### config.mk
export PLATFORM = sky130hd
export DESIGN_NAME = bus_arbiter_rr
export DESIGN_NICKNAME = d
export VERILOG_FILES = /design/src/rtl/bus_arbiter_rr.sv
export SDC_FILE = /design/constraint.sdc
export NUM_CORES = 1
export LEC_CHECK = 0
export BUFFER_PORTS_ARGS = -buffer_cell sky130_fd_sc_hd__buf_2
export CAP_MARGIN = 20
export CORE_MARGIN = 3
export CORE_UTILIZATION = 43
export DETAILED_ROUTE_END_ITERATION = 16
export PLACE_DENSITY = 0.95
export SYNTH_ARGS = -nofsm -noshare
export SYNTH_HDL_FRONTEND = slang
export SYNTH_SLANG_ARGS = --single-unit
### constraint.sdc
create_clock -name clk -period 4.1 [get_ports clk]
set_clock_uncertainty 0.15 [all_clocks]
set_input_delay 0.615 -clock clk [delete_from_list [all_inputs] [get_ports clk]]
set_output_delay 0.615 -clock clk [all_outputs]
set_load 0.01 [all_outputs]
### src/rtl/bus_arbiter_rr.sv
`default_nettype none
// ============================================================================
// Module      : bus_arbiter_rr
// Description : Two-initiator round-robin bus arbiter with target datapath mux
//               and registered read-data return to the current/previous owner.
// Revision    : 1.0 - initial release
// ============================================================================
module bus_arbiter_rr #(
    parameter int ADDR_W     = 9,
    parameter int DATA_W     = 8,
    parameter int HOLD_LIMIT = 0
) (
    input  logic              clk,
    input  logic              reset,
    input  logic              core0_request,
    output logic              core0_grant,
    input  logic [ADDR_W-1:0] core0_address,
    input  logic              core0_rw,
    input  logic [DATA_W-1:0] core0_data_in,
    output logic [DATA_W-1:0] core0_data_out,
    input  logic              core1_request,
    output logic              core1_grant,
    input  logic [ADDR_W-1:0] core1_address,
    input  logic              core1_rw,
    input  logic [DATA_W-1:0] core1_data_in,
    output logic [DATA_W-1:0] core1_data_out,
    output logic [ADDR_W-1:0] RAM_address,
    output logic              RAM_rw,
    output logic [DATA_W-1:0] RAM_data_in,
    input  logic [DATA_W-1:0] RAM_data_out,
    output logic [1:0]        owner
);

    localparam int TW = (HOLD_LIMIT < 1) ? 1 : $clog2(HOLD_LIMIT + 1);

    localparam logic [1:0] c_IDLE = 2'd0;
    localparam logic [1:0] c_GNT0 = 2'd1;
    localparam logic [1:0] c_GNT1 = 2'd2;
    localparam logic [1:0] c_REL  = 2'd3;

    localparam logic [1:0] c_OWN_NONE = 2'b00;
    localparam logic [1:0] c_OWN_C0   = 2'b01;
    localparam logic [1:0] c_OWN_C1   = 2'b10;

    localparam logic [TW-1:0] c_LIMIT    = TW'(HOLD_LIMIT);
    localparam logic [TW-1:0] c_LIMIT_M1 = TW'((HOLD_LIMIT > 0) ? HOLD_LIMIT - 1 : 0);

    logic [1:0]    r_state;
    logic [1:0]    w_next;
    logic          r_last_owner;   // 0 = core0, 1 = core1
    logic [TW-1:0] r_tenure;
    logic [1:0]    r_prev_owner;
    logic [DATA_W-1:0] r_data0;
    logic [DATA_W-1:0] r_data1;
    logic [1:0]    w_owner;
    logic          w_hold_hit;

    // The current cycle is the HOLD_LIMIT-th granted cycle (or beyond).
    assign w_hold_hit = (HOLD_LIMIT != 0) && (r_tenure >= c_LIMIT_M1);

    always_ff @(posedge clk) begin
        if (reset) begin
            r_state <= c_IDLE;
        end else begin
            r_state <= w_next;
        end
    end

    always_comb begin
        w_next = r_state;
        case (r_state)
            c_IDLE: begin
                if (core0_request && !core1_request) begin
                    w_next = c_GNT0;
                end else if (core1_request && !core0_request) begin
                    w_next = c_GNT1;
                end else if (core0_request && core1_request) begin
                    w_next = r_last_owner ? c_GNT0 : c_GNT1;
                end
            end
            c_GNT0: begin
                if (!core0_request || (w_hold_hit && core1_request)) begin
                    w_next = c_REL;
                end
            end
            c_GNT1: begin
                if (!core1_request || (w_hold_hit && core0_request)) begin
                    w_next = c_REL;
                end
            end
            default: w_next = c_IDLE;
        endcase
    end

    always_comb begin
        w_owner     = c_OWN_NONE;
        RAM_address = '0;
        RAM_rw      = 1'b0;
        RAM_data_in = '0;
        case (r_state)
            c_GNT0: begin
                w_owner     = c_OWN_C0;
                RAM_address = core0_address;
                RAM_rw      = core0_rw;
                RAM_data_in = core0_data_in;
            end
            c_GNT1: begin
                w_owner     = c_OWN_C1;
                RAM_address = core1_address;
                RAM_rw      = core1_rw;
                RAM_data_in = core1_data_in;
            end
            default: ;
        endcase
    end

    assign owner       = w_owner;
    assign core0_grant = (r_state == c_GNT0);
    assign core1_grant = (r_state == c_GNT1);

    always_ff @(posedge clk) begin
        if (reset) begin
            r_last_owner <= 1'b1;
            r_tenure     <= '0;
        end else begin
            if ((r_state == c_GNT0) && (w_next == c_REL)) begin
                r_last_owner <= 1'b0;
            end else if ((r_state == c_GNT1) && (w_next == c_REL)) begin
                r_last_owner <= 1'b1;
            end
            // Zero outside a tenure, so every new grant starts counting from 0.
            if ((r_state == c_GNT0) || (r_state == c_GNT1)) begin
                if (r_tenure < c_LIMIT) begin
                    r_tenure <= r_tenure + 1'b1;
                end
            end else begin
                r_tenure <= '0;
            end
        end
    end

    // Target read data lags the address by one cycle, so it goes to last cycle's owner.
    always_ff @(posedge clk) begin
        if (reset) begin
            r_prev_owner <= c_OWN_NONE;
            r_data0      <= '0;
            r_data1      <= '0;
        end else begin
            r_prev_owner <= w_owner;
            if (r_prev_owner == c_OWN_C0) begin
                r_data0 <= RAM_data_out;
            end
            if (r_prev_owner == c_OWN_C1) begin
                r_data1 <= RAM_data_out;
            end
        end
    end

    assign core0_data_out = r_data0;
    assign core1_data_out = r_data1;

endmodule
`default_nettype wire
==> impl_results.html, run 1 <==
<table>
<tr><th>Metric</th><th>Value</th></tr>
<tr><th colspan="2">Status</th></tr>
<tr><td>Result of the run</td><td>finished, final reports clean</td></tr>
<tr><th colspan="2">Detailed routing</th></tr>
<tr><td>DRT antenna net count</td><td>0</td></tr>
<tr><td>DRC viols</td><td>0</td></tr>
<tr><td>WL final</td><td>slightly above 3000 um</td></tr>
<tr><td>Vias per Instance</td><td>5.15</td></tr>
<tr><td>Drt first pass iters</td><td>4</td></tr>
<tr><td>Initial detailed-routing violation count</td><td>29</td></tr>
<tr><td>DR vias</td><td>1199</td></tr>
<tr><td>Avg WL per Cell</td><td>13.0 um</td></tr>
<tr><th colspan="2">STA</th></tr>
<tr><td>Worst hold slack after final layout</td><td>about 0.35 ns</td></tr>
<tr><td>Setup total negative slack</td><td>0 ns</td></tr>
<tr><td>Transition time of the tightest slew-check pin</td><td>0.734 ns</td></tr>
<tr><td>Final period demand of the worst path</td><td>2.70 ns</td></tr>
<tr><td>Setup repair after global routing missed its margin</td><td>no</td></tr>
<tr><td>Post-route fraction of the period consumed by the critical path</td><td>0.657</td></tr>
<tr><td>Number of hold violations in the final report</td><td>0</td></tr>
<tr><td>Fmax achieved</td><td>371 MHz</td></tr>
<tr><td>Max-slew violation count</td><td>0</td></tr>
<tr><td>Final setup vio count</td><td>0</td></tr>
<tr><td>Slew Limit Headroom</td><td>0.511</td></tr>
<tr><th colspan="2">Clock tree</th></tr>
<tr><td>Count of instances resized after the clock tree is built</td><td>0</td></tr>
<tr><td>Source-to-sink clock delay at the later pin of the worst-skew pair</td><td>0.29 ns</td></tr>
<tr><td>Cts-stage hold buffer count</td><td>0</td></tr>
<tr><td>Master cell of the clock root buffer</td><td>sky130_fd_sc_hd__clkbuf_4</td></tr>
<tr><td>H-tree depth reported by CTS</td><td>1</td></tr>
<tr><td>Clock slew at the register clock pins of the worst setup and hold paths</td><td>0.11 ns</td></tr>
<tr><td>Clock net sink count</td><td>21</td></tr>
<tr><td>Setup Buffers After CTS</td><td>0</td></tr>
<tr><td>Total CTS buffers</td><td>3</td></tr>
<tr><td>Max Root-Sink Buffers</td><td>2</td></tr>
<tr><td>Clock tree from TritonCTS</td><td>done</td></tr>
<tr><th colspan="2">Synth</th></tr>
<tr><td>Post-Syn Instances</td><td>124</td></tr>
<tr><td>Synth unique cells</td><td>23</td></tr>
<tr><td>Proportion of synthesized chip area in sequential cells</td><td>0.367</td></tr>
<tr><td>Average instance area after synthesis</td><td>9.24 sq um</td></tr>
<tr><td>FF+latch count, synth</td><td>21</td></tr>
<tr><td>Count of warnings emitted by yosys</td><td>0</td></tr>
<tr><td>Synth Net Count</td><td>177</td></tr>
<tr><td>Cell area after synthesis</td><td>roughly 1100 sq um</td></tr>
<tr><th colspan="2">Critical path</th></tr>
<tr><td>Critical path peak fanout</td><td>22</td></tr>
<tr><td>Worst path required time</td><td>3.34 ns</td></tr>
<tr><td>Critical path capture point type</td><td>primary output</td></tr>
<tr><td>Setup Crit Path Kind</td><td>reg2out</td></tr>
<tr><td>Arrival time reported for the critical path endpoint</td><td>1.93 ns</td></tr>
<tr><td>Startpoint Class</td><td>flip-flop</td></tr>
<tr><th colspan="2">Placed design</th></tr>
<tr><td>GP Congestion</td><td>0.864</td></tr>
<tr><td>Post-detail-place hpwl</td><td>2500 um</td></tr>
<tr><td>Placed insts</td><td>229</td></tr>
<tr><td>Number of I/O port buffers</td><td>85</td></tr>
<tr><th colspan="2">Final layout</th></tr>
<tr><td>Area of combinational cells with multiple inputs</td><td>~650 sq um</td></tr>
<tr><td>Number of antenna diodes</td><td>0</td></tr>
<tr><td>Count of filler cells inserted in the layout</td><td>209</td></tr>
<tr><td>Area overhead of the layout relative to synthesis</td><td>38.1%</td></tr>
<tr><td>Number of non-filler instances in the completed layout</td><td>233</td></tr>
<tr><td>Area taken by flip-flops and latches</td><td>420 sq um</td></tr>
<tr><td>Post-layout net count</td><td>257</td></tr>
<tr><td>Fraction of layout cells with a size suffix above 1</td><td>0.458</td></tr>
<tr><th colspan="2">GRT</th></tr>
<tr><td>Global routing usage on met1</td><td>0.191</td></tr>
<tr><td>Global route hottest layer</td><td>met2</td></tr>
<tr><td>Overflow after GRT</td><td>0</td></tr>
<tr><td>Pin count of the biggest net entering global routing</td><td>23</td></tr>
<tr><td>Global-route track usage on met3</td><td>0.0690</td></tr>
<tr><td>Global-route wire length before repair</td><td>4830 um</td></tr>
<tr><td>Number of global-route vias before repair</td><td>~1200</td></tr>
<tr><td>Combined global-route utilization of all metal layers</td><td>0.184</td></tr>
<tr><td>Number of antenna violations at the first check in global routing</td><td>0</td></tr>
<tr><td>Global routing usage on met2</td><td>0.337</td></tr>
<tr><th colspan="2">Power and ir drop</th></tr>
<tr><td>Leakage power</td><td>0.898 nW</td></tr>
<tr><td>Areal power density over the cells</td><td>between 500 and 600 nW/um^2</td></tr>
<tr><td>Peak supply drop</td><td>between 0.4 and 0.5 mV</td></tr>
<tr><th colspan="2">Floorplan</th></tr>
<tr><td>Initial core utilization</td><td>0.458</td></tr>
<tr><td>Placement Rows</td><td>18</td></tr>
<tr><td>Ports</td><td>86</td></tr>
<tr><td>Die extent in x</td><td>around 58 um</td></tr>
<tr><td>Die Span Y</td><td>57.6 um</td></tr>
<tr><td>Total Die Area</td><td>about 3300 sq um</td></tr>
<tr><td>Core ar.</td><td>2500 sq um</td></tr>
<tr><th colspan="2">Worst hold path</th></tr>
<tr><td>Path type of the worst min-delay path</td><td>reg2reg</td></tr>
<tr><th colspan="2">Run</th></tr>
<tr><td>Maxcap violations</td><td>0</td></tr>
</table>
[cell families (layout without fill, tap and decap cells)]
kind of cell               after synthesis  after routing  share of synthesized area
AOI/OAI and AO/OA                       27             27                      0.192
adders and majority gates                5              5                     0.0546
buffers and inverters                   14             93                     0.0622
DFF                                     21             21                      0.367
muxes                                   16             16                      0.140
and+or+nand+nor                         41             41                      0.184
[power by group]
part	total (mW)	switching, mW	internal (mW)
Combinational	0.557	0.297	0.260
Clock	0.0942	0.0580	0.0362
Sequential	0.270	0.0262	0.244
Total	0.921	0.381	0.540
[registers in the layout (all words and copies together), names as in the netlist]
register        count
r_last_owner        1
core1_data_out      8
r_prev_owner        2
core0_data_out      8
r_state             2
[stage by stage]
stage               setup slack [ns]  power, mW  area, sq um   util
floorplan                       1.92      0.685         1150      -
global placement                1.78      0.821         1560  0.622
detailed placement              1.74      0.835         1560  0.622
CTS                             1.39      0.929         1580  0.633
global route                    1.21       1.00         1580  0.633
finish                          1.40      0.921         1580  0.633
[final timing paths]
check,cells past startpoint,end,startpoint,slack [ns]
min reg2reg,2,core1_data_out[4]$_SDFFE_PP0N_,core1_data_out[4]$_SDFFE_PP0N_,0.35
max reg2reg,6,r_last_owner$_SDFFE_PP1P_,r_state[1]$_SDFF_PP0_,1.80
min,2,core1_data_out[4]$_SDFFE_PP0N_,core1_data_out[4]$_SDFFE_PP0N_,0.35
max,5,RAM_data_in[4],r_state[1]$_SDFF_PP0_,1.40
[cell usage in the layout, fill, tap and decap left out]
| cell | count |
|---|---|
| sky130_fd_sc_hd__nand2_1 | 1 |
| sky130_fd_sc_hd__and3b_1 | 1 |
| sky130_fd_sc_hd__a311oi_2 | 1 |
| sky130_fd_sc_hd__inv_1 | 3 |
| sky130_fd_sc_hd__mux2i_1 | 16 |
| sky130_fd_sc_hd__nor2_1 | 18 |
| sky130_fd_sc_hd__a21o_1 | 2 |
| sky130_fd_sc_hd__a311o_1 | 1 |
| sky130_fd_sc_hd__clkbuf_4 | 3 |
| sky130_fd_sc_hd__a311oi_1 | 1 |
| sky130_fd_sc_hd__o21bai_1 | 1 |
| sky130_fd_sc_hd__a31oi_1 | 1 |
| sky130_fd_sc_hd__inv_4 | 1 |
| sky130_fd_sc_hd__ha_1 | 5 |
| sky130_fd_sc_hd__a21bo_2 | 1 |
| sky130_fd_sc_hd__a22oi_1 | 18 |
| sky130_fd_sc_hd__dfxtp_1 | 21 |
| sky130_fd_sc_hd__a22oi_2 | 1 |
| sky130_fd_sc_hd__clkinv_2 | 1 |
| sky130_fd_sc_hd__buf_2 | 85 |
| sky130_fd_sc_hd__nor2b_1 | 19 |
| sky130_fd_sc_hd__nand2b_1 | 2 |
[worst max-delay path: stages, from the launching register on]
cell	delay (ns)
sky130_fd_sc_hd__dfxtp_1	0.38
sky130_fd_sc_hd__inv_1	0.12
sky130_fd_sc_hd__ha_1	0.64
sky130_fd_sc_hd__a22oi_1	0.20
sky130_fd_sc_hd__nor2b_1	0.15
sky130_fd_sc_hd__buf_2	0.14
[synth_stat cells (all sizes together)]
cell type   n  area (sq um)
nand2b      2          12.5
a311o       1          10.0
o21bai      1          7.51
buf         6          38.8
nand2       1          3.75
a21o        2          15.0
a311oi      2          23.8
dfxtp      21           420
ha          5          62.6
nor2       18          67.6
clkbuf      4          15.0
mux2i      16           160
a22oi      19           148
inv         4          17.5
a31oi       1          6.26
and3b       1          8.76
nor2b      19           119
a21bo       1          10.0
[per-layer routing]
layer  part of all wire  up-vias
met2               0.49       72
met1               0.37      537
met5                  0        -
met4             0.0056        0
li1                   -      588
met3               0.13        2
[final cells by class]
| cell class | instances | area share |
|---|---|---|
| Multi-Input combinational cell | 89 | 0.413 |
| Timing Repair Buffer | 85 | 0.269 |
| Sequential cell | 21 | 0.266 |
| Tap cell | 30 | 0.0237 |
| Clock buffer | 3 | 0.0142 |
| Inverter | 4 | 0.0111 |
| Clock inverter | 1 | 0.00316 |
(Power assumes the default switching activity.)
==> run 2: changes to the inputs <==
--- a/config.mk
+++ b/config.mk
@@ -8,9 +8,9 @@
 export BUFFER_PORTS_ARGS = -buffer_cell sky130_fd_sc_hd__buf_2
 export CAP_MARGIN = 20
 export CORE_MARGIN = 3
-export CORE_UTILIZATION = 43
+export CORE_UTILIZATION = 39
 export DETAILED_ROUTE_END_ITERATION = 16
-export PLACE_DENSITY = 0.95
+export PLACE_DENSITY = 0.88
 export SYNTH_ARGS = -nofsm -noshare
 export SYNTH_HDL_FRONTEND = slang
 export SYNTH_SLANG_ARGS = --single-unit
==> constraint.sdc (replaced) <==
create_clock -name clk -period 2.5 [get_ports clk]
set_clock_uncertainty 0.15 [all_clocks]
set_input_delay 0.375 -clock clk [delete_from_list [all_inputs] [get_ports clk]]
set_output_delay 0.375 -clock clk [all_outputs]
set_load 0.01 [all_outputs]
==> impl_results.html, run 2 (synthesis results as in run 1) <==
<table>
<tr><th>Metric</th><th>Value</th></tr>
<tr><th colspan="2">Detailed routing</th></tr>
<tr><td>DR vias</td><td>1177 (was 1199)</td></tr>
<tr><td>DRC viols</td><td>0 (unchanged)</td></tr>
<tr><td>Drt first pass iters</td><td>4 (unchanged)</td></tr>
<tr><td>Avg WL per Cell</td><td>12.2 um (was 13.0 um)</td></tr>
<tr><td>Vias per Instance</td><td>4.99 (was 5.15)</td></tr>
<tr><td>Initial detailed-routing violation count</td><td>27 (was 29)</td></tr>
<tr><td>DRT antenna net count</td><td>0 (unchanged)</td></tr>
<tr><td>WL final</td><td>2880 um (was 3030 um)</td></tr>
<tr><th colspan="2">Clock tree</th></tr>
<tr><td>Clock net sink count</td><td>21 (unchanged)</td></tr>
<tr><td>Clock tree from TritonCTS</td><td>done (unchanged)</td></tr>
<tr><td>Cts-stage hold buffer count</td><td>0 (unchanged)</td></tr>
<tr><td>H-tree depth reported by CTS</td><td>1 (unchanged)</td></tr>
<tr><td>Clock slew at the register clock pins of the worst setup and hold paths</td><td>0.11 ns (about the same)</td></tr>
<tr><td>Count of instances resized after the clock tree is built</td><td>0 (unchanged)</td></tr>
<tr><td>Setup Buffers After CTS</td><td>0 (unchanged)</td></tr>
<tr><td>Total CTS buffers</td><td>3 (unchanged)</td></tr>
<tr><td>Source-to-sink clock delay at the later pin of the worst-skew pair</td><td>0.29 ns (about the same)</td></tr>
<tr><td>Max Root-Sink Buffers</td><td>2 (unchanged)</td></tr>
<tr><td>Master cell of the clock root buffer</td><td>sky130_fd_sc_hd__clkbuf_4 (unchanged)</td></tr>
<tr><th colspan="2">STA</th></tr>
<tr><td>Setup repair after global routing missed its margin</td><td>no (unchanged)</td></tr>
<tr><td>Slack of the critical path</td><td>0.302 ns (was 1.40 ns)</td></tr>
<tr><td>Fmax achieved</td><td>between 400 and 500 MHz</td></tr>
<tr><td>Setup total negative slack</td><td>0 ns (unchanged)</td></tr>
<tr><td>Number of hold violations in the final report</td><td>0 (unchanged)</td></tr>
<tr><td>Post-route fraction of the period consumed by the critical path</td><td>0.879</td></tr>
<tr><td>Final setup vio count</td><td>0 (unchanged)</td></tr>
<tr><td>Final period demand of the worst path</td><td>2.20 ns</td></tr>
<tr><td>Max-slew violation count</td><td>0 (unchanged)</td></tr>
<tr><td>Transition time of the tightest slew-check pin</td><td>0.520 ns (was 0.734 ns)</td></tr>
<tr><td>Slew Limit Headroom</td><td>0.653 (was 0.511)</td></tr>
<tr><th colspan="2">Power and ir drop</th></tr>
<tr><td>Share of total power in sequential cells</td><td>0.290 (was 0.293)</td></tr>
<tr><td>Share of total power in combinational logic</td><td>0.607 (was 0.605)</td></tr>
<tr><td>Areal power density over the cells</td><td>950 nW/um^2 (was 582 nW/um^2)</td></tr>
<tr><td>Leakage power</td><td>0.906 nW (was 0.898 nW)</td></tr>
<tr><td>Internal</td><td>0.899 mW (was 0.540 mW)</td></tr>
<tr><td>Switching share of power</td><td>0.408 (was 0.414)</td></tr>
<tr><td>Peak supply drop</td><td>0.762 mV (was 0.469 mV)</td></tr>
<tr><td>Clock Power Share</td><td>0.103 (was 0.102)</td></tr>
<tr><td>Net switching power</td><td>0.619 mW (was 0.381 mW)</td></tr>
<tr><th colspan="2">Critical path</th></tr>
<tr><td>Setup Crit Path Kind</td><td>reg2out (unchanged)</td></tr>
<tr><td>Startpoint Class</td><td>flip-flop (unchanged)</td></tr>
<tr><td>Critical path capture point type</td><td>primary output (unchanged)</td></tr>
<tr><td>Worst path required time</td><td>1.98 ns (was 3.34 ns)</td></tr>
<tr><td>Arrival time reported for the critical path endpoint</td><td>1.67 ns (was 1.93 ns)</td></tr>
<tr><td>Setup slack of the worst register-to-register path</td><td>0.66 ns (was 1.80 ns)</td></tr>
<tr><td>Critical path peak fanout</td><td>18 (was 22)</td></tr>
<tr><th colspan="2">Floorplan</th></tr>
<tr><td>Total Die Area</td><td>3630 sq um (was 3320 sq um)</td></tr>
<tr><td>Ports</td><td>86 (unchanged)</td></tr>
<tr><td>Core ar.</td><td>2780 sq um (was 2500 sq um)</td></tr>
<tr><td>Placement Rows</td><td>19 (was 18)</td></tr>
<tr><td>Initial core utilization</td><td>0.412 (was 0.458)</td></tr>
<tr><td>Die extent in x</td><td>60.2 um (was 57.6 um)</td></tr>
<tr><td>Die Span Y</td><td>60.2 um (was 57.6 um)</td></tr>
<tr><th colspan="2">GRT</th></tr>
<tr><td>Global-route wire length before repair</td><td>4630 um (was 4830 um)</td></tr>
<tr><td>Combined global-route utilization of all metal layers</td><td>0.164 (was 0.184)</td></tr>
<tr><td>Number of global-route vias before repair</td><td>1184 (was 1163)</td></tr>
<tr><td>Overflow after GRT</td><td>0 (unchanged)</td></tr>
<tr><td>Number of antenna violations at the first check in global routing</td><td>0 (unchanged)</td></tr>
<tr><td>Pin count of the biggest net entering global routing</td><td>23 (unchanged)</td></tr>
<tr><th colspan="2">Placed design</th></tr>
<tr><td>Post-place setup slack</td><td>0.631 ns (was 1.74 ns)</td></tr>
<tr><td>GP Congestion</td><td>0.826 (was 0.864)</td></tr>
<tr><td>Post-detail-place hpwl</td><td>2370 um (was 2500 um)</td></tr>
<tr><td>Number of I/O port buffers</td><td>85 (unchanged)</td></tr>
<tr><th colspan="2">Status</th></tr>
<tr><td>Result of the run</td><td>finished, final reports clean (unchanged)</td></tr>
<tr><th colspan="2">Final layout</th></tr>
<tr><td>Post-layout net count</td><td>259 (was 257)</td></tr>
<tr><td>Fraction of layout cells with a size suffix above 1</td><td>0.459 (was 0.458)</td></tr>
<tr><td>Post-layout util</td><td>0.574 (was 0.633)</td></tr>
<tr><td>Commonest cells after routing, fill and taps aside</td><td>sky130_fd_sc_hd__buf_2, sky130_fd_sc_hd__dfxtp_1, sky130_fd_sc_hd__nor2b_1, sky130_fd_sc_hd__a22oi_1, sky130_fd_sc_hd__nor2_1 (unchanged)</td></tr>
<tr><td>Area overhead of the layout relative to synthesis</td><td>39.4% (was 38.1%)</td></tr>
<tr><td>Count of filler cells inserted in the layout</td><td>258 (was 209)</td></tr>
<tr><td>Most common cell after layout, fill and taps aside</td><td>sky130_fd_sc_hd__buf_2 (unchanged)</td></tr>
<tr><td>Number of antenna diodes</td><td>0 (unchanged)</td></tr>
<tr><th colspan="2">Run</th></tr>
<tr><td>Maxcap violations</td><td>0 (unchanged)</td></tr>
<tr><th colspan="2">Worst hold path</th></tr>
<tr><td>Path type of the worst min-delay path</td><td>in2reg (was reg2reg)</td></tr>
</table>
[run 2: cell types whose count changed in the layout (fill, tap and decap cells not counted), sizes merged]
cell,previous run,this run
clkinv,1,0
clkbuf,3,4
buf,85,87
[run 2: per-stage QoR]
step / instances / instance area [sq um] / power (mW) / hold slack, ns
after floorplan: 124 / 1150 / 1.12 / 0.305
final: 236 / 1600 / 1.52 / 0.177
after global placement: 232 / 1570 / 1.36 / 0.319
after CTS: 236 / 1600 / 1.54 / 0.171
after detailed placement: 232 / 1570 / 1.37 / 0.331
after global routing: 236 / 1600 / 1.67 / 0.158
[run 2: final cells by class]
type	instances	area [sq um]	share of cell area
clock buffers	4	26.3	0.0164
flip-flops and latches	21	420	0.263
repair buffers	87	440	0.276
multi-input cells	89	654	0.410
well taps	31	38.8	0.0243
inverters	4	17.5	0.0110
[run 2: power groups by stage]
stage / clock network (mW) / logic (mW) / registers (mW)
5_1_grt: 0.184 / 1.03 / 0.451
3_5_place_dp: 0 / 0.925 / 0.449
6_report: 0.156 / 0.921 / 0.441
2_1_floorplan: 0 / 0.665 / 0.459
4_1_cts: 0.163 / 0.932 / 0.441
3_3_place_gp: 0 / 0.919 / 0.445
[run 2: worst max-delay path: stages (launching register included)]
cell                      delay (ns)
sky130_fd_sc_hd__dfxtp_1        0.43
sky130_fd_sc_hd__inv_1          0.10
sky130_fd_sc_hd__ha_1           0.51
sky130_fd_sc_hd__nor2b_1        0.20
sky130_fd_sc_hd__buf_2          0.14
[run 2: metal layers]
layer	wire length, um	vias up	global-route usage	part of all wire
li1	-	593	-	-
met1	1100	514	0.172	0.38
met2	1370	68	0.302	0.48
met3	391	2	0.0648	0.14
met4	16	0	0.0411	0.0056
met5	0	-	0	0
[run 2: worst paths after layout]
check / start / to / depth (start not counted)
setup / recovery: r_state[1]$_SDFF_PP0_ / RAM_data_in[5] / 4
hold / removal: RAM_data_out[7] / core0_data_out[7]$_SDFFE_PP0N_ / 3
setup reg to reg: r_state[1]$_SDFF_PP0_ / r_last_owner$_SDFFE_PP1P_ / 7
hold reg to reg: core0_data_out[7]$_SDFFE_PP0N_ / core0_data_out[7]$_SDFFE_PP0N_ / 2
